$ cat src/rtl/alarm_clock_pkg.sv
// Shared types, mode encodings and BCD limits for the alarm clock.
// Optional hourly chime is enabled by defining HOURLY_CHIME_EN.
package alarm_clock_pkg;
  typedef logic [7:0] bcd8_t;

  localparam logic [1:0] MODE_RUN       = 2'd0;
  localparam logic [1:0] MODE_SET_TIME  = 2'd1;
  localparam logic [1:0] MODE_SET_ALARM = 2'd2;

  localparam bcd8_t SEC_MAX  = 8'h59;
  localparam bcd8_t MIN_MAX  = 8'h59;
  localparam bcd8_t HOUR_MAX = 8'h23;

  // Two-digit BCD increment without range wrap; the caller handles MAX.
  function automatic bcd8_t bcd_inc(input bcd8_t v);
    if (v[3:0] == 4'd9) return {v[7:4] + 4'd1, 4'd0};
    else                return {v[7:4], v[3:0] + 4'd1};
  endfunction
endpackage

$ cat src/rtl/alarm_clock_bcd_counter.sv
// Two-digit BCD counter that wraps from MAX to 00 and flags the carry.
module bcd_counter
  import alarm_clock_pkg::*;
#(
  parameter bcd8_t MAX = SEC_MAX
) (
  input  logic  clk,
  input  logic  rst,
  input  logic  inc,
  output bcd8_t value,
  output bcd8_t next,
  output logic  carry
);
  bcd8_t value_q, value_d;

  always_comb begin
    value_d = value_q;
    carry   = 1'b0;
    if (inc) begin
      if (value_q == MAX) begin
        value_d = '0;
        carry   = 1'b1;
      end else begin
        value_d = bcd_inc(value_q);
      end
    end
  end

  always_ff @(posedge clk or posedge rst) begin
    if (rst) value_q <= '0;
    else     value_q <= value_d;
  end

  assign value = value_q;
  assign next  = value_d;
endmodule

$ cat src/rtl/alarm_clock.sv
// 24-hour BCD clock with settable alarm and latched alert.
// Define HOURLY_CHIME_EN to add a one-cycle chime output at every HH:00:00.
module alarm_clock
  import alarm_clock_pkg::*;
#(
  parameter int TICKS_PER_SEC = 1
) (
  input  logic       clk,
  input  logic       reset,
  input  logic [1:0] mode,
  input  logic       turn,
  input  logic       change,
  input  logic       reset1,
  output logic [7:0] hour,
  output logic [7:0] minute,
  output logic [7:0] second,
  output logic       alert
`ifdef HOURLY_CHIME_EN
  ,
  output logic       chime
`endif
);
  localparam int PW = (TICKS_PER_SEC > 1) ? $clog2(TICKS_PER_SEC) : 1;

  logic [PW-1:0] presc_q, presc_d;
  logic chg_q, chg_d;
  logic alert_q, alert_d;
  logic set_time, set_alarm, tick, pulse, match;
  logic sec_carry, min_carry, hr_carry, amin_carry, ahr_carry;
  logic min_inc, hr_inc, amin_inc, ahr_inc;
  bcd8_t sec_v, min_v, hr_v, amin_v, ahr_v;
  bcd8_t sec_n, min_n, hr_n, amin_n, ahr_n;

  assign set_time  = (mode == MODE_SET_TIME);
  assign set_alarm = (mode == MODE_SET_ALARM);

  // Prescaler freezes together with timekeeping while the time is being set.
  always_comb begin
    presc_d = presc_q;
    tick    = 1'b0;
    if (!set_time) begin
      if (presc_q == PW'(TICKS_PER_SEC - 1)) begin
        presc_d = '0;
        tick    = 1'b1;
      end else begin
        presc_d = presc_q + PW'(1);
      end
    end
  end

  always_comb begin
    chg_d    = change;
    pulse    = change & ~chg_q;
    min_inc  = set_time ? (pulse & ~turn) : sec_carry;
    hr_inc   = set_time ? (pulse & turn)  : min_carry;
    amin_inc = set_alarm & pulse & ~turn;
    ahr_inc  = set_alarm & pulse & turn;
    // Compare against the alarm as it stood before any same-cycle edit.
    match    = tick && (sec_n == 8'h00) && (min_n == amin_v) && (hr_n == ahr_v);
    alert_d  = reset1 ? 1'b0 : (match ? 1'b1 : alert_q);
  end

  bcd_counter #(.MAX(SEC_MAX))  u_sec  (.clk(clk), .rst(reset), .inc(tick),     .value(sec_v),  .next(sec_n),  .carry(sec_carry));
  bcd_counter #(.MAX(MIN_MAX))  u_min  (.clk(clk), .rst(reset), .inc(min_inc),  .value(min_v),  .next(min_n),  .carry(min_carry));
  bcd_counter #(.MAX(HOUR_MAX)) u_hr   (.clk(clk), .rst(reset), .inc(hr_inc),   .value(hr_v),   .next(hr_n),   .carry(hr_carry));
  bcd_counter #(.MAX(MIN_MAX))  u_amin (.clk(clk), .rst(reset), .inc(amin_inc), .value(amin_v), .next(amin_n), .carry(amin_carry));
  bcd_counter #(.MAX(HOUR_MAX)) u_ahr  (.clk(clk), .rst(reset), .inc(ahr_inc),  .value(ahr_v),  .next(ahr_n),  .carry(ahr_carry));

  always_ff @(posedge clk or posedge reset) begin
    if (reset) begin
      presc_q <= '0;
      chg_q   <= 1'b0;
      alert_q <= 1'b0;
    end else begin
      presc_q <= presc_d;
      chg_q   <= chg_d;
      alert_q <= alert_d;
    end
  end

`ifdef HOURLY_CHIME_EN
  logic chime_q, chime_d;
  assign chime_d = tick & min_carry;

  always_ff @(posedge clk or posedge reset) begin
    if (reset) chime_q <= 1'b0;
    else       chime_q <= chime_d;
  end

  assign chime = chime_q;
`endif

  always_comb begin
    hour   = set_alarm ? ahr_v  : hr_v;
    minute = set_alarm ? amin_v : min_v;
    second = set_alarm ? 8'h00  : sec_v;
  end

  assign alert = alert_q;
endmodule

$ cat config.mk
export PLATFORM = sky130hd
export DESIGN_NAME = alarm_clock
export DESIGN_NICKNAME = d
export VERILOG_FILES = /design/src/rtl/alarm_clock_pkg.sv /design/src/rtl/alarm_clock_bcd_counter.sv /design/src/rtl/alarm_clock.sv
export SDC_FILE = /design/constraint.sdc
export NUM_CORES = 1
export LEC_CHECK = 0
export CORE_MARGIN = 2
export CORE_UTILIZATION = 62
export CTS_CLUSTER_DIAMETER = 80
export DETAILED_ROUTE_END_ITERATION = 7
export GPL_TIMING_DRIVEN = 0
export PLACE_DENSITY_LB_ADDON = 0.3
export SYNTH_ARGS = -nofsm -noshare
export SYNTH_HDL_FRONTEND = slang
export SYNTH_SLANG_ARGS = --single-unit
$ cat constraint.sdc
create_clock -name clk -period 8.74 [get_ports clk]
set_clock_uncertainty 0.1 [all_clocks]
set_input_delay 1.748 -clock clk [delete_from_list [all_inputs] [get_ports clk]]
set_output_delay 1.748 -clock clk [all_outputs]
set_load 0.01 [all_outputs]
==> summary.md <==
| Metric | Value |
|---|---|
| R2R cell count | 10 |
| Synthesized flop and latch total | 42 |
| Final period utilization | 67.4% |
| Worst-path cell chain | clkdlybuf4s50_1, nand2b_1, clkbuf_1, clkbuf_1, nand2_1, nand2_1, clkdlybuf4s50_1 |
| Area post-placement | 3640 µm² |
| GRT met2 Usage | 48.6% |
| Crit path buf inv count | 4 |
| XOR/XNOR Fraction of Synth Area | 3.78% |
| Crit-path max cell delay | 530 ps |
| Placed Instances | 513 |
| Sequential cell area | 1050 µm² |
| Number of synthesized flops with an enable pin | 0 |
| First-pass GRT wire length | 14500 µm |
| Post-CTS Hold Fix Bufs | 0 |
| Cts bufs inserted | 5 |
| NumNets Final | 477 |
| M3 GR Usage | 4.74% |
| Worst Hold End | alert |
| Met1 Use GR | 43.3% |
| RR Endpoint | alert |
| WHS Path Cells | 2 |
| Status | finished clean |
| # port buffers | 31 |
| Seq/Total Area, Yosys | 32.4% |
| Crit path max fanout | 10 |
| Main combinational cell family by area after synthesis | simple AND/OR/NAND/NOR gates |
| Most common cell in the synthesized netlist | nand2_1 |
| Remaining DRCs | 0 |
| Total of max-cap violations | 0 |
| RSZ-0062 raised after global routing | false |
| Clk_lat worst skew | 290 ps |
| TNS Setup | 0 ps |
| Post-CTS sizing | 0 |
| CP endpoint kind | output port |
| Simple-gate share of the synthesized area | 27.4% |
| Max Clock Freq | 0.170 GHz |
| Logic pwr share | 46.6% |
| P_sw | 0.324 mW |
| DPL Wire Length | 6390 µm |
| Multi-input logic area | 2000 µm² |
| Area grow syn2layout | 14.8% |
| Top cell type's share of synthesized area | 32.4% |
| Post-synth ARST share | 100% |
| Fillers | 404 |
| Final Setup Violations | 0 |
| Area contributors post-synth | dfrtp_1 32%, nand2_1 7.8%, ha_1 7.7% |
| Worst EP required | 6890 ps |
| Yosys cell types | 60 |
| WS Path Type | input port to output port |
| LEAKAGE | 1.60 nW |
| Post-synth top flop | dfrtp_1 |
| Core box area | 5070 µm² |
| Synth Area in Compound Gates | 21.6% |
| Min cycle time layout | 5890 ps |
| Clock sink total | 42 |
| Worst-Margin Slew | 898 ps |
| CTS tree | yes |
| Max Slew Vio Count | 0 |
| Post-CTS Setup Inserts | 0 |
| Vias in the first global route | 2987 |
| Largest net degree at the start of global routing | 43 |
| P_int | 0.461 mW |
| Clock power share | 16.1% |
| Multiplexer share of the synthesized area | 1.04% |
| Cell at the slowest stage of the critical path | clkdlybuf4s50_1 |
| Power per cell area | 211 nW/µm² |
| Hold Crit Start | alert |
| Dominant cell type by area after synthesis | dfrtp_1 |
| Syn Area/Cell | 7.87 µm² |
| Initial Util | 63.9% |
| Htree depth | 2 |
| Routed WL per cell | 16.4 µm |
| Width of the chip | 76.3 µm |
| Layer with the highest usage | met2 |
| Final WL | 8510 µm |
| Post-Place Worst Slack | 2880 ps |
| Worst setup margin | 2850 ps |
| Share of cells above drive strength 1 | 6.46% |
| Clock root cell | clkbuf_8 |
| Drt initial violations | 339 |
| Syn nets | 439 |
| WP data arrival | 4040 ps |
| Max_slew headroom | 40.0% |
| Clock-pin transition on the worst setup and hold timing paths | 80 ps |
| Global route overflow | 0 |
| Max Root-Sink Buffers | 2 |
| Via-to-Cell Ratio | 6.19 |
| VDD IR max | 0.111 mV |
| Commonest cells in the netlist | 67 x nand2_1, 46 x o21ai_0, 42 x dfrtp_1 |
| Post-Synth Adder-Cell Area | 7.71% |
| Delay-heaviest family, CP | buffers and inverters |
| Setup crit start kind | input port |
| Ant. Diodes | 0 |
| Tightest Hold Check Type | register to register |
| Post-Layout Cell Count | 519 |
| # rows | 26 |
| GRT Total Usage | 30.7% |
| Vias | 3212 |
| Gate count of the mapped netlist | 412 |
| Ys Warns | 0 |
| Initial antenna violation count | 0 |
| Min Hold Slack | 445 ps |
| Final ANT Viol Nets | 0 |
| Cell Area, Synth | 3240 µm² |
| Die Ht | 76.3 µm |
| Final hold vios | 0 |
| Reg-to-reg setup timing slack | 5330 ps |
| Sequential power share | 37.3% |
| RR Startpoint | u_sec.value[0] |
| # IOs | 32 |
| Sw Share | 41.3% |
| First drt pass iteration count | 6 |
| GPL Wtd Cong | 0.910 |
| Finished layout cell area | 3720 µm² |
| Die ar. | 5830 µm² |
## worst reg2reg max path, cell delays in order (launching register included)
cell and delay, ps:
dfrtp_1 470, ha_1 250, and3b_1 190, buf_6 140, a32oi_1 610, or3_1 200
o21ai_1 90, a32o_1 210, or4_1 410, or4_1 430, o31ai_2 200
## layout make-up
type                       count  share of cell area (%)
multi-input combinational    326                    53.6
timing repair buffer          31                    8.33
tap                           70                    2.35
buffer                        22                    3.09
inverter                      22                    2.22
sequential                    42                    28.2
clock buffer                   6                    2.22
## state kept, by name, indices dropped and copies added, names as in the netlist
name	count
u_ahr.value	8
u_amin.value	8
u_hr.value	8
u_min.value	8
u_sec.value	8
alert	1
chg_q	1
## layer usage
metal / part of all wire (%) / up-vias
li1: - / 1552
met1: 45 / 1493
met2: 45 / 143
met3: 6.3 / 24
met4: 2.9 / 0
met5: 0 / -
## metrics by stage
stage	power (mW)	util [%]
global placement	0.639	71.8
global route	0.839	73.4
CTS	0.779	73.4
finish	0.785	73.4
detailed placement	0.653	71.8
floorplan	0.524	-
## cell families after synthesis
logic type | Yosys count
xor+xnor | 14
flops | 42
mux | 3
buf+inv | 44
simple gates | 177
compound gates | 112
fa+ha+maj | 20
## power by group through the flow
| stage | sequential (mW) | combinational, mW | clock, mW |
|---|---|---|---|
| 3_5_place_dp | 0.294 | 0.359 | 0 |
| 6_report | 0.293 | 0.366 | 0.126 |
| 3_3_place_gp | 0.292 | 0.347 | 0 |
| 4_1_cts | 0.291 | 0.361 | 0.127 |
| 5_1_grt | 0.299 | 0.405 | 0.135 |
| 2_1_floorplan | 0.279 | 0.245 | 0 |
## worst max-delay path by stage
| stage | start | slack [ps] | end | cells past startpoint |
|---|---|---|---|---|
| 2_1_floorplan | mode[0] | 4350 | hour[6] | 5 |
| 3_3_place_gp | mode[0] | 2880 | minute[3] | 7 |
| 3_5_place_dp | mode[0] | 2880 | hour[3] | 7 |
| 4_1_cts | mode[0] | 2860 | hour[3] | 7 |
| 5_1_grt | mode[0] | 2700 | hour[3] | 7 |
| 6_report | mode[0] | 2850 | hour[3] | 7 |
## layout by cell type, fill, tap and decap left out, drive strengths merged, types with 4 or more instances in the layout
cell type | netlist | layout
o21ai | 49 | 49
nor2 | 22 | 22
xor2 | 7 | 7
or3 | 8 | 8
dfrtp | 42 | 42
o31ai | 5 | 5
clkdlybuf4s50 | 0 | 31
nand2 | 68 | 68
clkbuf | 12 | 18
inv | 22 | 22
ha | 20 | 20
a21o | 6 | 6
or4 | 4 | 4
o22ai | 5 | 5
a32o | 4 | 4
buf | 10 | 10
nand4 | 4 | 4
nand3 | 17 | 17
a21oi | 18 | 18
and3 | 8 | 8
a31oi | 4 | 4
nor3 | 14 | 14
and2 | 6 | 6
nand2b | 8 | 8
xnor2 | 7 | 7
Note: power is estimated with default switching activity, not from simulation.
